`src/rtl/param_scan_mux.sv`:
```
// N-channel valid/ready multiplexer with a registered output stage.
// Supports manual channel select and a round-robin scan over valid channels.
module param_scan_mux #(
    parameter int N_CH   = 16,
    parameter int SEL_W  = 4,
    parameter int DATA_W = 8
) (
    input  logic                   clk,
    input  logic                   rst,
    input  logic [N_CH*DATA_W-1:0] in_data,
    input  logic [N_CH-1:0]        in_valid,
    output logic [N_CH-1:0]        in_ready,
    input  logic                   mode,
    input  logic [SEL_W-1:0]       sel,
    output logic [DATA_W-1:0]      out_data,
    output logic [SEL_W-1:0]       out_ch,
    output logic                   out_valid,
    input  logic                   out_ready
);

    // Channel 0 sits at the MSB end of the packed buses; remap to channel order.
    logic [N_CH-1:0]   vld;
    logic [DATA_W-1:0] word [N_CH];

    for (genvar g = 0; g < N_CH; g++) begin : g_unpack
        assign vld[g]  = in_valid[N_CH-1-g];
        assign word[g] = in_data[(N_CH-1-g)*DATA_W +: DATA_W];
    end

    logic [SEL_W-1:0]  ptr;
    logic [SEL_W-1:0]  cand;
    logic [SEL_W-1:0]  cand_hi;
    logic [SEL_W-1:0]  cand_lo;
    logic              any_hi;
    logic              any_lo;
    logic              hit;
    logic              load;
    logic              grant;
    logic [DATA_W-1:0] cand_word;

    assign load  = !out_valid || out_ready;
    assign grant = load && hit && !rst;

    // Round-robin split into channels above ptr (searched first) and the
    // rest up to and including ptr, so no modulo arithmetic is needed.
    // NOTE: every variable written here gets a default first; a missing
    // default on any path would infer a latch.
    always_comb begin
        cand_hi = '0;
        cand_lo = '0;
        any_hi  = 1'b0;
        any_lo  = 1'b0;
        for (int i = N_CH-1; i >= 0; i--) begin
            if (vld[i] && (SEL_W'(i) > ptr)) begin
                cand_hi = SEL_W'(i);
                any_hi  = 1'b1;
            end
            if (vld[i] && (SEL_W'(i) <= ptr)) begin
                cand_lo = SEL_W'(i);
                any_lo  = 1'b1;
            end
        end
    end

    always_comb begin
        cand = '0;
        hit  = 1'b0;
        if (!mode) begin
            cand = sel;
            // Comparing against every real channel rejects out-of-range sel.
            for (int i = 0; i < N_CH; i++) begin
                if (sel == SEL_W'(i)) hit = vld[i];
            end
        end else begin
            cand = any_hi ? cand_hi : cand_lo;
            hit  = any_hi || any_lo;
        end
    end

    always_comb begin
        cand_word = '0;
        in_ready  = '0;
        for (int i = 0; i < N_CH; i++) begin
            if (cand == SEL_W'(i)) begin
                cand_word          = word[i];
                in_ready[N_CH-1-i] = grant;
            end
        end
    end

    // NOTE: sequential state uses non-blocking assignments so every register
    // samples the pre-edge values regardless of statement order.
    always_ff @(posedge clk) begin
        if (rst) begin
            out_valid <= 1'b0;
            out_data  <= '0;
            out_ch    <= '0;
            ptr       <= SEL_W'(N_CH-1);
        end else if (grant) begin
            out_valid <= 1'b1;
            out_data  <= cand_word;
            out_ch    <= cand;
            ptr       <= cand;
        end else if (load) begin
            out_valid <= 1'b0;
        end
    end

endmodule
```
`config.mk`:
```
export PLATFORM = sky130hd
export DESIGN_NAME = param_scan_mux
export DESIGN_NICKNAME = d
export VERILOG_FILES = /design/src/rtl/param_scan_mux.sv
export SDC_FILE = /design/constraint.sdc
export NUM_CORES = 1
export LEC_CHECK = 0
export ABC_AREA = 1
export CAP_MARGIN = 30
export CORE_MARGIN = 2
export CORE_UTILIZATION = 30
export CTS_BUF_LIST = sky130_fd_sc_hd__clkbuf_16
export CTS_CLUSTER_DIAMETER = 30
export DETAILED_ROUTE_END_ITERATION = 10
export DONT_BUFFER_PORTS = 1
export PLACE_DENSITY = 0.52
export SYNTH_ARGS = -nofsm -noshare
export SYNTH_HDL_FRONTEND = slang
export SYNTH_SLANG_ARGS = --single-unit
```
`constraint.sdc`:
```
create_clock -name clk -period 4.73 [get_ports clk]
set_input_delay 1.419 -clock clk [delete_from_list [all_inputs] [get_ports clk]]
set_output_delay 1.419 -clock clk [all_outputs]
set_load 0.02 [all_outputs]
```
Word level (Yosys, flattened, before mapping)
Index checks and enable logic that the tools add are counted.

word-level totals
  flip-flop bits (word level) = 17
  latch bits = 0
  RAM bits = 0
  bits in read-only memories = 0
  output and inout port bits = 29
  logic and storage cells = 224
  memories kept = 0

cells by class
  add/subtract/negate cells = 0
  $mul = 0
  div/mod/pow operators = 0
  magnitude comparators = 32
  equality and inequality tests = 30
  shift-type cells = 0
  mux-type cells = 117
  bitwise operators = 0
  reduce and logical (&&, ||, !) cells = 41

operators with widths
  operator            count
  $mux 4              34
  $mux 8              16
  $mux 1              67
  $eq 4x4->1 const B  16
  $logic_and 1x1->1   34
  $eq 4x3->1 const B  8
  $gt 4x4->1 const A  8
  $le 4x4->1 const A  8
  $eq 4x2->1 const B  4
  $gt 3x4->1 const A  4
  $le 3x4->1 const A  4
  $eq 4x1->1 const B  2
  $gt 1x4->1 const A  2
  $gt 2x4->1 const A  2
  $le 1x4->1 const A  2
  $le 2x4->1 const A  2
  $logic_not 4->1     2
  $logic_not 1->1     2
  $logic_or 1x1->1    2
  $reduce_bool 2->1   1

Longest topological paths before layout
  word-level depth = 37
  depth in mapped cells = 33
  depth with buffers taken out = 31

Least setup slack after synthesis
Ideal clock, no wire load.

  kind = input to output
  start point = in sel[0]
  end point = out in_ready[2]
  arrival = 3.609 ns
  path slack = -0.298 ns
  stages = 15
  path buffers = 2
  cells stage by stage = buf_2 inv_2 nor2_1 nor2_1 o21ai_0 a21oi_1 o311ai_0 o21ai_0 a221oi_1 o311ai_0 o311ai_1 nor2_2 inv_2 buf_1 nor3_1

on the way
  longest elaborated chain between the ends = 21
  elaborated cells on any way between the ends = 38
  those cells by class = 16 x eq/ne; 19 x mux; 3 x reduce/logical

RTL lines
  what                            line  RTL
  start: declaration              14    input logic [SEL_W-1:0] sel,
  $logic_not 4->1                 72    if (sel == SEL_W'(i)) hit = vld[i];
  $mux 1 (16 in a row)            72
  $mux 1                          68    if (!mode) begin
  $logic_and 1x1->1 (2 in a row)  42    assign grant = load && hit && !rst;
  $mux 1 *                        84    if (cand == SEL_W'(i)) begin
  end: declaration                12    output logic [N_CH-1:0] in_ready,

Every way passes the cells marked *; elsewhere a longest branch is shown, timed or not.

Worst setup path in the final report
  start point = in in_valid[2]
  end point = out in_ready[7]

on the way
  longest elaborated chain between the ends = 20
  elaborated cells on any way between the ends = 69
  those cells by class = 1 x eq/ne; 63 x mux; 5 x reduce/logical

RTL lines
  what                                             line  RTL
  start: declaration                               11    input logic [N_CH-1:0] in_valid,
  branches (longest 19 deep; another with $mux 4)  n/a
  $mux 1 *                                         84

Every way passes the cells marked *.

==> flow_metrics.tcl <==
set metrics [dict create \
    ys.flop_type "dfxtp_1" \
    p_per_area_nw_per_um2 264 \
    rsz0062_at_grt "yes" \
    vias_per_cell 5.24 \
    synthTopCellsByArea "nand2_1, dfxtp_1, nor2_1" \
    area_growth_pct 27.0 \
    synth_edf_count 0 \
    dp_hpwl_um 9290 \
    worstPathArrival_ps 3300 \
    post-route-min-period_ps 4720 \
    ys_seq_area_frac 0.119 \
    place_congestion 0.932 \
    cts_tree "done" \
    postLayoutCoreUtil 0.392 \
    n_antenna_cell 0 \
    start_util 0.309 \
    synth_compound_area_frac 0.158 \
    min_path_type "reg -> reg" \
    clkLatencyLatePin_ps 240 \
    track_usage 0.209 \
    synthSimpleGateAreaFrac 0.604 \
    maxCapViolations 0 \
    crit_end "in_ready[7]" \
    cts_buffer_depth 2 \
    synth_area_leader_cell "nand2_1" \
    path_delay_family "compound AO/OA/AOI/OAI gates" \
    syn_nets 686 \
    htree_num_levels 1 \
    clock_skew_ps 1.61 \
    final_cell_mix "nand2_1, nor2_1, inv_1" \
    cts_buffers 3 \
    fmax_mhz 212 \
    crit_chain "nand4_1 > buf_4 > nand2_1 > a21oi_1 > o21bai_1 > nand2_1 > a31oi_1 > o21ai_2 > o21ai_4 > buf_6 > nand2_4 > nor3_2 > buf_4" \
    drtPass1Iterations 4 \
    worst_slack_ps 6.06 \
    power.leakage_nw 1.69 \
    worst_slew_pin_slew_ps 604 \
    reg2reg_slack_ps 1100 \
    cts_root_buf "clkbuf_16" \
    end_kind "primary output" \
    cts_hold_buffers 0 \
    drcViolationCount 0 \
    ys_ff_latch 17 \
    rows 35 \
    hold-path-cell-count 2 \
    drive_gt1_frac 0.239 \
    grt_pass1_wl_um 17200 \
    final_area_sq_um 3620 \
    worst_path_largest_cell_delay_ps 270 \
    die_area_sq_um 10300 \
    tns_ps 0 \
    antenna_found_initial 0 \
    hold_viol_final 0 \
    via_count 3657 \
    reg2regPathDepth 31 \
    timing.rr.start "ptr[3]$_SDFFE_PP1P_" \
    r2r_end "out_data[5]$_SDFFE_PP0P_" \
    synth_fa_ha_area_frac 0 \
    cp_slowest_cell "o21ai_4" \
    netlist_area_sq_um 2850 \
    synth.area.mux_share 0 \
    setup_viol 0 \
    ant_nets 0 \
    cp-start-kind "input port" \
    core_area_sq_um 9240 \
    status "finished, final reports clean" \
    syn_inst 534 \
    netlist.area_leader.share 0.225 \
    period_share 0.999 \
    ios 181 \
    wl_um 11100 \
    placed_cell_area_sq_um 3240 \
    slew_headroom 0.597 \
    startpoint "in_valid[2]" \
    portBuffers 0 \
    grt_pass1_vias 3585 \
    place_ws_ps -48.9 \
    path_max_fanout 7 \
    grt-ovfl-total 0 \
    synthXorXnorAreaFrac 0 \
    fillerInstances 1020 \
    grt_max_degree 21 \
    die_width_um 102 \
    drtIter0Drc 172 \
    critPathKind "in -> out" \
    ys_async_sr_fraction 0 \
    routedWlPerCell_um 15.9 \
    vdd_drop_max_mv 0.143 \
    clk_pin_slew_ps 50 \
    synth-warning-count 0 \
    ys_types 40 \
    cp.depth 13 \
    required_ps 3310 \
    synth_top_family_by_area "simple AND/OR/NAND/NOR gates" \
    final_common_cell "nand2_1" \
    synth_area_per_cell_sq_um 5.34 \
    cts.sinks 17 \
    critPathBufInv 3 \
    slew_viol_final 0 \
    nNetsFinal 722 \
    die_h_um 102 \
]
final cells by class:
type	instances	area, sq um	area share
clock buffer	3	75.1	0.0207
clock inverter	1	3.75	0.00104
tap	129	161	0.0446
multi-input combinational	436	2370	0.654
timing repair buffer	43	380	0.105
sequential	17	340	0.0940
inverter	69	293	0.0808
layer usage:
layer	wire, um	vias to the layer above	track usage
met5	0	-	0
met4	255	0	0.0634
met3	735	24	0.0345
met2	5640	171	0.381
met1	4440	1642	0.249
li1	-	1820	-
synthesized netlist by cell type (4+ instances only):
library cell,n
nand3_1,26
inv_2,17
nand2_1,171
a21oi_1,29
inv_1,48
nand3_2,4
nor3_1,11
dfxtp_1,17
o21ai_1,4
a22oi_1,8
nand4_1,40
o21ai_0,9
nor2_1,72
nor2_4,7
nor2_2,12
or2_1,4
buf_2,4
nand2_2,8
or2_0,5
worst min path at each step:
stage	startpoint	slack (ps)	endpoint
6_report	out_ch[3]$_SDFFE_PP0P_	570	out_ch[3]$_SDFFE_PP0P_
3_5_place_dp	out_ch[3]$_SDFFE_PP0P_	570	out_ch[3]$_SDFFE_PP0P_
4_1_cts	out_ch[3]$_SDFFE_PP0P_	580	out_ch[3]$_SDFFE_PP0P_
3_3_place_gp	out_ch[3]$_SDFFE_PP0P_	570	out_ch[3]$_SDFFE_PP0P_
2_1_floorplan	out_ch[0]$_SDFFE_PP0P_	550	out_ch[0]$_SDFFE_PP0P_
5_1_grt	out_ch[2]$_SDFFE_PP0P_	600	out_ch[2]$_SDFFE_PP0P_
state kept, by name, indices dropped and copies added, names as in the netlist:
register and cells:
out_ch 4, out_data 8, out_valid 1, ptr 4
stage by stage:
step	instances	hold WS [ps]	power [mW]
after detailed placement	682	570	0.735
final	698	573	0.955
after CTS	686	579	0.903
after floorplan	534	548	0.592
after global placement	682	566	0.731
after global routing	698	604	1.03
where the power goes:
part	switching, mW	total [mW]	internal [mW]
clock	0.0523	0.164	0.112
combinational	0.371	0.583	0.212
sequential	0.0434	0.207	0.163
total	0.467	0.955	0.487
repair_timing:
action,in CTS,in global routing
gates cloned,0,1
buffers inserted,0,11
pin swaps,0,28
gates resized for setup,1,52
setup endpoints to repair,6,16
cells by family (layout without fill, tap and decap cells):
family                 count (synthesis)  in the layout
flip-flops                            17             17
buffers and inverters                 81            116
AO/OA/AOI/OAI                         71             71
AND/OR/NAND/NOR                      365            365
worst register-to-register path: cells and delay by family, from the launching register on:
kind / cells / cell delay, ps
compound gates: 1 / 50
buf+inv: 2 / 350
simple gates: 28 / 2400
flops: 1 / 700
Power figures use the tool's default switching activity.
